$ cat src/rtl/prescaled_mode_counter_pkg.sv
// Shared encodings for the prescaled mode counter: count modes and direction values.
package counter_pkg;

  localparam logic [1:0] MODE_WRAP    = 2'b00;
  localparam logic [1:0] MODE_SAT     = 2'b01;
  localparam logic [1:0] MODE_BOUNCE  = 2'b10;
  localparam logic [1:0] MODE_ONESHOT = 2'b11;

  localparam logic DIR_UP   = 1'b0;
  localparam logic DIR_DOWN = 1'b1;

endpackage

$ cat src/rtl/prescaled_mode_counter_tick_prescaler.sv
// Free-running N-bit enable prescaler; step is a combinational strobe on the wrap cycle.
module tick_prescaler #(
  parameter int N = 20
) (
  input  logic clk,
  input  logic rstn,
  input  logic en,
  input  logic restart,
  output logic step
);

  // N=0 degenerates to a 1-bit counter pinned at zero, so step follows en.
  localparam int           PW   = (N > 0) ? N : 1;
  localparam logic [PW-1:0] TERM = (N > 0) ? {PW{1'b1}} : {PW{1'b0}};
  localparam logic [PW-1:0] ONE  = {{(PW-1){1'b0}}, 1'b1};

  logic [PW-1:0] cnt_r;

  // Prescaler count: restarts on clr/load, advances only while enabled.
  always_ff @(posedge clk or negedge rstn) begin
    if (!rstn) begin
      cnt_r <= {PW{1'b0}};
    end else if (restart) begin
      cnt_r <= {PW{1'b0}};
    end else if (en) begin
      if (cnt_r == TERM) begin
        cnt_r <= {PW{1'b0}};
      end else begin
        cnt_r <= cnt_r + ONE;
      end
    end else begin
      cnt_r <= cnt_r;
    end
  end

  assign step = en & (cnt_r == TERM);

endmodule

$ cat src/rtl/prescaled_mode_counter.sv
// Prescaled up/down counter with wrap, saturate, bounce and one-shot modes,
// synchronous clear/load and registered tick, terminal-count and done outputs.
module prescaled_mode_counter
  import counter_pkg::*;
#(
  parameter int WIDTH = 3,
  parameter int N     = 20,
  parameter int MAXV  = 2**WIDTH-1
) (
  input  logic             clk,
  input  logic             rstn,
  input  logic             en,
  input  logic             dir,
  input  logic [1:0]       mode,
  input  logic             clr,
  input  logic             load,
  input  logic [WIDTH-1:0] load_val,
  output logic [WIDTH-1:0] data,
  output logic             tick,
  output logic             tc,
  output logic             done
);

  localparam logic [WIDTH-1:0] MAXV_L = WIDTH'(MAXV);
  localparam logic [WIDTH-1:0] ZERO_L = {WIDTH{1'b0}};
  localparam logic [WIDTH-1:0] ONE_L  = {{(WIDTH-1){1'b0}}, 1'b1};

  logic [WIDTH-1:0] data_r;
  logic             tick_r;
  logic             tc_r;
  logic             done_r;
  logic             bdir_r;

  logic             step_s;
  logic             edir_s;
  logic [WIDTH-1:0] term_s;
  logic [WIDTH-1:0] inc_s;
  logic [WIDTH-1:0] dec_s;
  logic [WIDTH-1:0] nxt_data_s;
  logic             nxt_bdir_s;
  logic             nxt_done_s;
  logic             nxt_tc_s;

  function automatic logic [WIDTH-1:0] clamp_load(input logic [WIDTH-1:0] v);
    if (v > MAXV_L) begin
      return MAXV_L;
    end else begin
      return v;
    end
  endfunction

  tick_prescaler #(.N(N)) u_prescaler (
    .clk     (clk),
    .rstn    (rstn),
    .en      (en),
    .restart (clr | load),
    .step    (step_s)
  );

  // Next-state computation for one step; wrap points are explicit compares against MAXV.
  always_comb begin
    edir_s     = (mode == MODE_BOUNCE) ? bdir_r : dir;
    term_s     = (edir_s == DIR_UP) ? MAXV_L : ZERO_L;
    inc_s      = (data_r >= MAXV_L) ? ZERO_L : data_r + ONE_L;
    dec_s      = (data_r == ZERO_L) ? MAXV_L : data_r - ONE_L;
    nxt_data_s = data_r;
    nxt_bdir_s = edir_s;
    nxt_done_s = done_r;
    nxt_tc_s   = 1'b0;
    if (step_s) begin
      case (mode)
        MODE_WRAP: begin
          nxt_data_s = (edir_s == DIR_UP) ? inc_s : dec_s;
          nxt_tc_s   = (nxt_data_s == term_s);
        end
        MODE_SAT: begin
          if (data_r == term_s) begin
            nxt_data_s = data_r;
          end else begin
            nxt_data_s = (edir_s == DIR_UP) ? inc_s : dec_s;
          end
          nxt_tc_s = (data_r != term_s) && (nxt_data_s == term_s);
        end
        MODE_BOUNCE: begin
          // Turn around at an endpoint so the endpoint value is never repeated.
          if (edir_s == DIR_UP) begin
            nxt_data_s = (data_r >= MAXV_L) ? dec_s : inc_s;
          end else begin
            nxt_data_s = (data_r == ZERO_L) ? inc_s : dec_s;
          end
          nxt_tc_s = (nxt_data_s == MAXV_L) || (nxt_data_s == ZERO_L);
          if (nxt_data_s == MAXV_L) begin
            nxt_bdir_s = DIR_DOWN;
          end else if (nxt_data_s == ZERO_L) begin
            nxt_bdir_s = DIR_UP;
          end else if (nxt_data_s < data_r) begin
            nxt_bdir_s = DIR_DOWN;
          end else begin
            nxt_bdir_s = DIR_UP;
          end
        end
        MODE_ONESHOT: begin
          if (done_r) begin
            nxt_data_s = data_r;
          end else if (data_r == term_s) begin
            nxt_done_s = 1'b1;
          end else begin
            nxt_data_s = (edir_s == DIR_UP) ? inc_s : dec_s;
            nxt_tc_s   = (nxt_data_s == term_s);
            nxt_done_s = (nxt_data_s == term_s);
          end
        end
        default: begin
          nxt_data_s = data_r;
        end
      endcase
    end else begin
      nxt_data_s = data_r;
    end
  end

  // State and output registers; clr beats load beats step.
  always_ff @(posedge clk or negedge rstn) begin
    if (!rstn) begin
      data_r <= ZERO_L;
      tick_r <= 1'b0;
      tc_r   <= 1'b0;
      done_r <= 1'b0;
      bdir_r <= DIR_UP;
    end else if (clr) begin
      data_r <= ZERO_L;
      tick_r <= 1'b0;
      tc_r   <= 1'b0;
      done_r <= 1'b0;
      bdir_r <= dir;
    end else if (load) begin
      data_r <= clamp_load(load_val);
      tick_r <= 1'b0;
      tc_r   <= 1'b0;
      done_r <= 1'b0;
      bdir_r <= dir;
    end else begin
      data_r <= nxt_data_s;
      tick_r <= step_s;
      tc_r   <= nxt_tc_s;
      done_r <= nxt_done_s;
      bdir_r <= nxt_bdir_s;
    end
  end

  assign data = data_r;
  assign tick = tick_r;
  assign tc   = tc_r;
  assign done = done_r;

endmodule
$ cat config.mk
export PLATFORM = sky130hd
export DESIGN_NAME = prescaled_mode_counter
export DESIGN_NICKNAME = d
export VERILOG_FILES = /design/src/rtl/prescaled_mode_counter_pkg.sv /design/src/rtl/prescaled_mode_counter_tick_prescaler.sv /design/src/rtl/prescaled_mode_counter.sv
export SDC_FILE = /design/constraint.sdc
export NUM_CORES = 1
export LEC_CHECK = 0
export ABC_AREA = 1
export BUFFER_PORTS_ARGS = -buffer_cell sky130_fd_sc_hd__buf_4
export CORE_MARGIN = 5
export CORE_UTILIZATION = 30
export CTS_CLUSTER_SIZE = 10
export DETAILED_ROUTE_END_ITERATION = 7
export GPL_TIMING_DRIVEN = 0
export PLACE_DENSITY_LB_ADDON = 0.05
export SYNTH_ARGS = -nofsm -noshare
export SYNTH_HDL_FRONTEND = slang
export SYNTH_SLANG_ARGS = --single-unit
$ cat constraint.sdc
create_clock -name clk -period 3.55 [get_ports clk]
set_clock_uncertainty 0.1 [all_clocks]
set_input_delay 0.1775 -clock clk [delete_from_list [all_inputs] [get_ports clk]]
set_output_delay 0.1775 -clock clk [all_outputs]
set_load 0.05 [all_outputs]
==> results.cfg, run 1 <==
[worst_setup_path]
arrival_ns = 2.71
r2r_slack_ns = 0.96
worstSetupPathType = register to register
worstPathRequired_ns = 3.67
cp-start-kind = register
critPathCapture = bdir_r
r2r-end = bdir_r
crit_path_max_fanout = 9
end_kind = register
reg2reg_from = data[0]
crit_start = data[0]
worst-r2r-cell-count = 15

[power_and_ir_drop]
switchingPower_mw = 0.2728
power_density_nw_per_um2 = 318.5
vdd.ir_drop.worst_uv = 142.0
internal_power_mw = 0.4728
p_clk_share_pct = 24.1
power.leakage_nw = 1.117
combPwrFrac_pct = 32.0
switching_share_pct = 36.59
seq_power_share_pct = 43.8

[clocking]
clock_path_buffers = 2
root_buffer = clkbuf_8
clock_latency_ns = 0.28
cts_tree = yes
postCtsSetupBuffers = 0
cts_resized = 0
clkTransAtPathRegs_ns = 0.10
clkSinkCount = 27
cts_hold_buf = 1
cts_max_level = 1
cts-buffers-inserted = 3

[yosys]
ys_types = 41
syn_inst = 295
syn-num-nets = 313
syn_area_sq_um = 2064
yosysWarningCount = 0
synth_seq_cells = 27
syn_area_per_cell_sq_um = 6.998
yosysSeqAreaShare_pct = 32.73

[sta]
max_slew_margin_pct = 66.57
final_hold_viol_count = 0
tightest_slew_ns = 0.4984
setup_tns_ns = 0
period_minus_slack_ns = 2.592
fin_hold_ws_ns = 0.07173
clock.fmax_ghz = 0.3858
period_share_pct = 73.02
rsz0062_at_grt = no
slew_violations = 0
setup-violations-final = 0

[global_route]
grt_pass1_vias = 1798
grt_max_degree = 28
grt_usage_pct = 13.00
antenna_found_initial = 0
grt_first_pass_wirelength_mm = 8.963
overflow = 0

[detailed_routing]
first_iter_violations = 89
num_vias = 1879
ant_nets = 0
drc = 0
avgViaCountPerCell = 4.745
drtPass1Iterations = 4
wirelength_mm = 5.215
wl_per_cell_microns = 13.17

[floorplan]
die_h_microns = 92.96
core_area_sq_um = 6756
start_util_pct = 30.56
die_w_microns = 92.96
io_pins = 17
dieArea_sq_um = 8641
row_count = 30

[place]
hpwlAfterDp_mm = 4.119
place_congestion = 0.9066
io_buffers = 16
dpl.cell_count = 391

[min_path]
hold_path_class = input port to register

[layout]
finalNonFillerCells = 396
finish.net_count = 335
drive_gt1_share_pct = 15.82
area_growth_pct = 13.39
final_util_pct = 34.65
antenna_cells = 0

[run]
cap_viol_max_count = 0

[outcome]
status = finished clean
-- through the flow --
step                      setup WS [ns]  power (mW)  instance area, sq um
after floorplan                   1.109      0.5009                  2064
after global placement           0.9526      0.5739                  2285
after detailed placement         0.9635      0.5731                  2285
after CTS                        0.9250      0.7623                  2341
after global routing             0.7056      0.8081                  2341
final                            0.9577      0.7456                  2341
-- cells by family (layout without fill, tap and decap cells) --
logic type | after synthesis | in the layout | share of synthesized area (%)
buffers and inverters | 46 | 67 | 8.667
adders and majority gates | 7 | 7 | 4.242
DFF | 27 | 27 | 32.73
AOI/OAI and AO/OA | 38 | 38 | 11.39
xor gates and xnor gates | 9 | 9 | 3.818
and+or+nand+nor | 168 | 168 | 39.15
-- flip-flops by register name (all words and copies together) (netlist names) --
signal,count
u_prescaler.cnt_r,20
data,3
bdir_r,1
done,1
tc,1
tick,1
-- layout by cell type (no fill, tap or decap), drive strengths merged --
master       count
a21boi           1
dfrtp           27
nand4            7
buf             18
clkinv           2
clkbuf           3
o211ai           2
nor3            13
o21ai           12
nand3           21
a21o             1
a21oi           12
or2              1
a22oi            1
nand2           85
nor3b            1
o21bai           3
dlygate4sd3      1
o311ai           1
a211oi           1
a31oi            1
xnor2            3
xor2             6
o22ai            2
nor2            39
inv             43
ha               7
nor4             1
o31ai            1
-- worst max-delay path: stages (launching register included) --
cell and delay [ns]:
dfrtp_1 0.53, ha_1 0.27, ha_1 0.17, inv_1 0.16, nand3_1 0.20, nand2_1 0.14
inv_1 0.06, nand2_1 0.05, nand2_1 0.09, inv_2 0.10, ha_1 0.24, a21oi_1 0.15
nand3_1 0.09, nand3_1 0.07, nand2_1 0.05, nand2_1 0.05
-- Yosys cell counts (all sizes together) --
cell type / n / area share, %
clkinv: 1 / 0.24
nand2: 85 / 16
a211oi: 1 / 0.36
inv: 43 / 7.8
o211ai: 2 / 0.73
nand4: 7 / 2.4
buf: 2 / 0.61
xnor2: 3 / 1.3
nor2: 39 / 7.9
o21ai: 12 / 3.1
nor3b: 1 / 0.36
a21oi: 12 / 3.1
a21boi: 1 / 0.36
ha: 7 / 4.2
a22oi: 1 / 0.36
a21o: 1 / 0.36
a31oi: 1 / 0.30
nor3: 13 / 4.7
nor4: 1 / 1.0
o21bai: 3 / 1.1
nand3: 21 / 6.2
or2: 1 / 0.30
o31ai: 1 / 0.61
dfrtp: 27 / 33
o22ai: 2 / 0.61
xor2: 6 / 2.5
o311ai: 1 / 0.42
-- final cells by class --
class,count,area (sq um)
plain buffers,2,12.51
multi-input cells,222,1210
fillers,759,4415
well taps,80,100.1
clock buffers,3,41.29
clock inverters,1,5.005
flip-flops and latches,27,675.6
inverters,44,166.4
repair buffers,17,130.1
-- power groups by stage --
stage / sequential, mW / combinational, mW / clock (mW)
CTS: 0.327 / 0.242 / 0.193
finish: 0.327 / 0.239 / 0.180
detailed placement: 0.333 / 0.240 / 0
global placement: 0.333 / 0.241 / 0
global route: 0.328 / 0.275 / 0.205
floorplan: 0.345 / 0.156 / 0
-- worst min path at each step --
stage	from	to	cells after the start
3_5_place_dp	rstn	bdir_r	1
5_1_grt	clr	data[1]	4
4_1_cts	clr	data[2]	4
2_1_floorplan	rstn	bdir_r	0
6_report	clr	data[2]	4
3_3_place_gp	rstn	bdir_r	1
-- layer usage --
| metal | part of all wire [%] | vias up | GRT usage, % |
|---|---|---|---|
| met3 | 3.3 | 4 | 2.356 |
| met4 | 0.86 | 0 | 3.297 |
| met2 | 42 | 26 | 18.30 |
| met1 | 54 | 856 | 20.12 |
| li1 | - | 993 | - |
| met5 | 0 | - | 0 |
(Power assumes the default switching activity.)
==> run 2: changes to the inputs <==
clock period = 2.3 ns   (was 3.55 ns; I/O delays follow)
==> results.cfg, run 2 (synthesized netlist as in run 1, its figures left out) <==
[outcome]
status = finished clean

[worst_setup_path]
cp.depth = 14
worst-r2r-cell-count = 14
cpMostUsedCell = nand2_1
arrival_ns = 2.32
r2r-end = bdir_r
end_kind = register
worstSetupPathType = register to register
crit_chain = ha_2, ha_4, nand3_4, nand2_2, inv_1, nand2_1, nand2_2, inv_2, ha_1, a21oi_1, nand3_1, nand3_1, nand2_1, nand2_1
worstPathRequired_ns = 2.42
reg2reg_from = data[1]
crit_path_max_fanout = 7
critPathTopFamily = adder cells
cp-start-kind = register
critPathBufInv = 2
critPathMaxStageDelay_ns = 0.46
r2r_slack_ns = 0.10
critPathSlowestCell = dfrtp_2

[floorplan]
start_util_pct = 30.56
die_h_microns = 92.96
io_pins = 17
die_w_microns = 92.96
core_area_sq_um = 6756
dieArea_sq_um = 8641
row_count = 30

[sta]
period_share_pct = 95.65
setup_tns_ns = 0
max_slew_margin_pct = 64.06
final_hold_viol_count = 0
clock.fmax_ghz = 0.4546
slew_violations = 0
period_minus_slack_ns = 2.200
setup-violations-final = 0
tightest_slew_ns = 0.5358

[place]
io_buffers = 16
place_congestion = 0.7838
placedInstanceArea_sq_um = 2288
hpwlAfterDp_mm = 4.039

[min_path]
hold_path_class = input port to register
min-delay-start = clr
min_to = data[2]
hold_depth = 4

[clocking]
clkSinkCount = 27
root_buffer = clkbuf_8
cts_max_level = 1
clkTransAtPathRegs_ns = 0.10
cts-buffers-inserted = 3
cts_tree = yes
clock_latency_ns = 0.27
clock_path_buffers = 2

[global_route]
grt_first_pass_wirelength_mm = 8.956
antenna_found_initial = 0
overflow = 0
grt_pass1_vias = 1809
grt_max_degree = 28
grt_usage_pct = 12.88

[layout]
area_growth_pct = 19.03
final_util_pct = 36.37
largest_reg_flops = 20
regMostFlops = u_prescaler.cnt_r
antenna_cells = 0
final_area_sq_um = 2457
nFillCells = 742
finish.net_count = 343
drive_gt1_share_pct = 21.60
layout_common_cells = nand2_1, nor2_1, inv_1
final_common_cell = nand2_1

[detailed_routing]
ant_nets = 0
avgViaCountPerCell = 4.661
drtPass1Iterations = 4
first_iter_violations = 88
num_vias = 1883
wirelength_mm = 5.307
drc = 0
wl_per_cell_microns = 13.14

[power_and_ir_drop]
power_density_nw_per_um2 = 495.0
vdd.ir_drop.worst_uv = 206.3
power.leakage_nw = 1.154
power_mw = 1.216

[run]
cap_viol_max_count = 0
## run 2: cell types whose count changed in the layout (fill, tap and decap cells not counted), sizes merged
cell / change
buf: +8
## run 2: final cells by class
class / count / area [sq um] / area share, %
Multi-Input combinational cell: 222 / 1257 / 51.17
Timing Repair Buffer: 25 / 190.2 / 7.739
Clock buffer: 3 / 41.29 / 1.680
Inverter: 44 / 171.4 / 6.976
Sequential cell: 27 / 679.4 / 27.65
Clock inverter: 1 / 5.005 / 0.2037
Buffer: 2 / 12.51 / 0.5092
Tap cell: 80 / 100.1 / 4.073
## run 2: worst reg2reg max path: cells and delay by family (launching register included)
| family | cells | cell delay, ns |
|---|---|---|
| buf+inv | 2 | 0.13 |
| compound gates | 1 | 0.15 |
| flops | 1 | 0.46 |
| fa+ha+maj | 3 | 0.71 |
| simple gates | 8 | 0.59 |
## run 2: through the flow
step | cells | hold WS, ns | setup slack [ns]
after floorplan | 295 | -0.2806 | 0.02469
after CTS | 399 | 0.008951 | 0.008191
final | 404 | 0.01987 | 0.1001
after detailed placement | 391 | -0.02647 | -0.1623
after global placement | 391 | -0.03144 | -0.1633
after global routing | 404 | 0.02246 | -0.01264
## run 2: repair_timing
item,CTS,global route
setup endpoints to repair,1,2
pin swaps,1,2
gates resized for setup,6,7
endpoints found under the hold margin,27,0
cloned,0,0
setup buffers,3,5
hold buffers,1,0
## run 2: metal layers
metal	global-route usage (%)	vias up	wire length (microns)
li1	-	1018	-
met1	19.95	825	2927
met2	18.30	38	2127
met3	3.006	2	230
met4	1.832	0	21
met5	0	-	0
## run 2: worst max-delay path by stage
stage | from | endpoint | slack, ns
2_1_floorplan | data[0] | bdir_r | 0.02
3_3_place_gp | data[0] | bdir_r | -0.16
3_5_place_dp | data[0] | bdir_r | -0.16
4_1_cts | data[0] | bdir_r | 0.008
5_1_grt | data[1] | bdir_r | -0.01
6_report | data[1] | bdir_r | 0.10
## run 2: report_power, final
group,internal [mW],switching (mW)
clock,0.122,0.158
combinational,0.169,0.267
sequential,0.485,0.0161
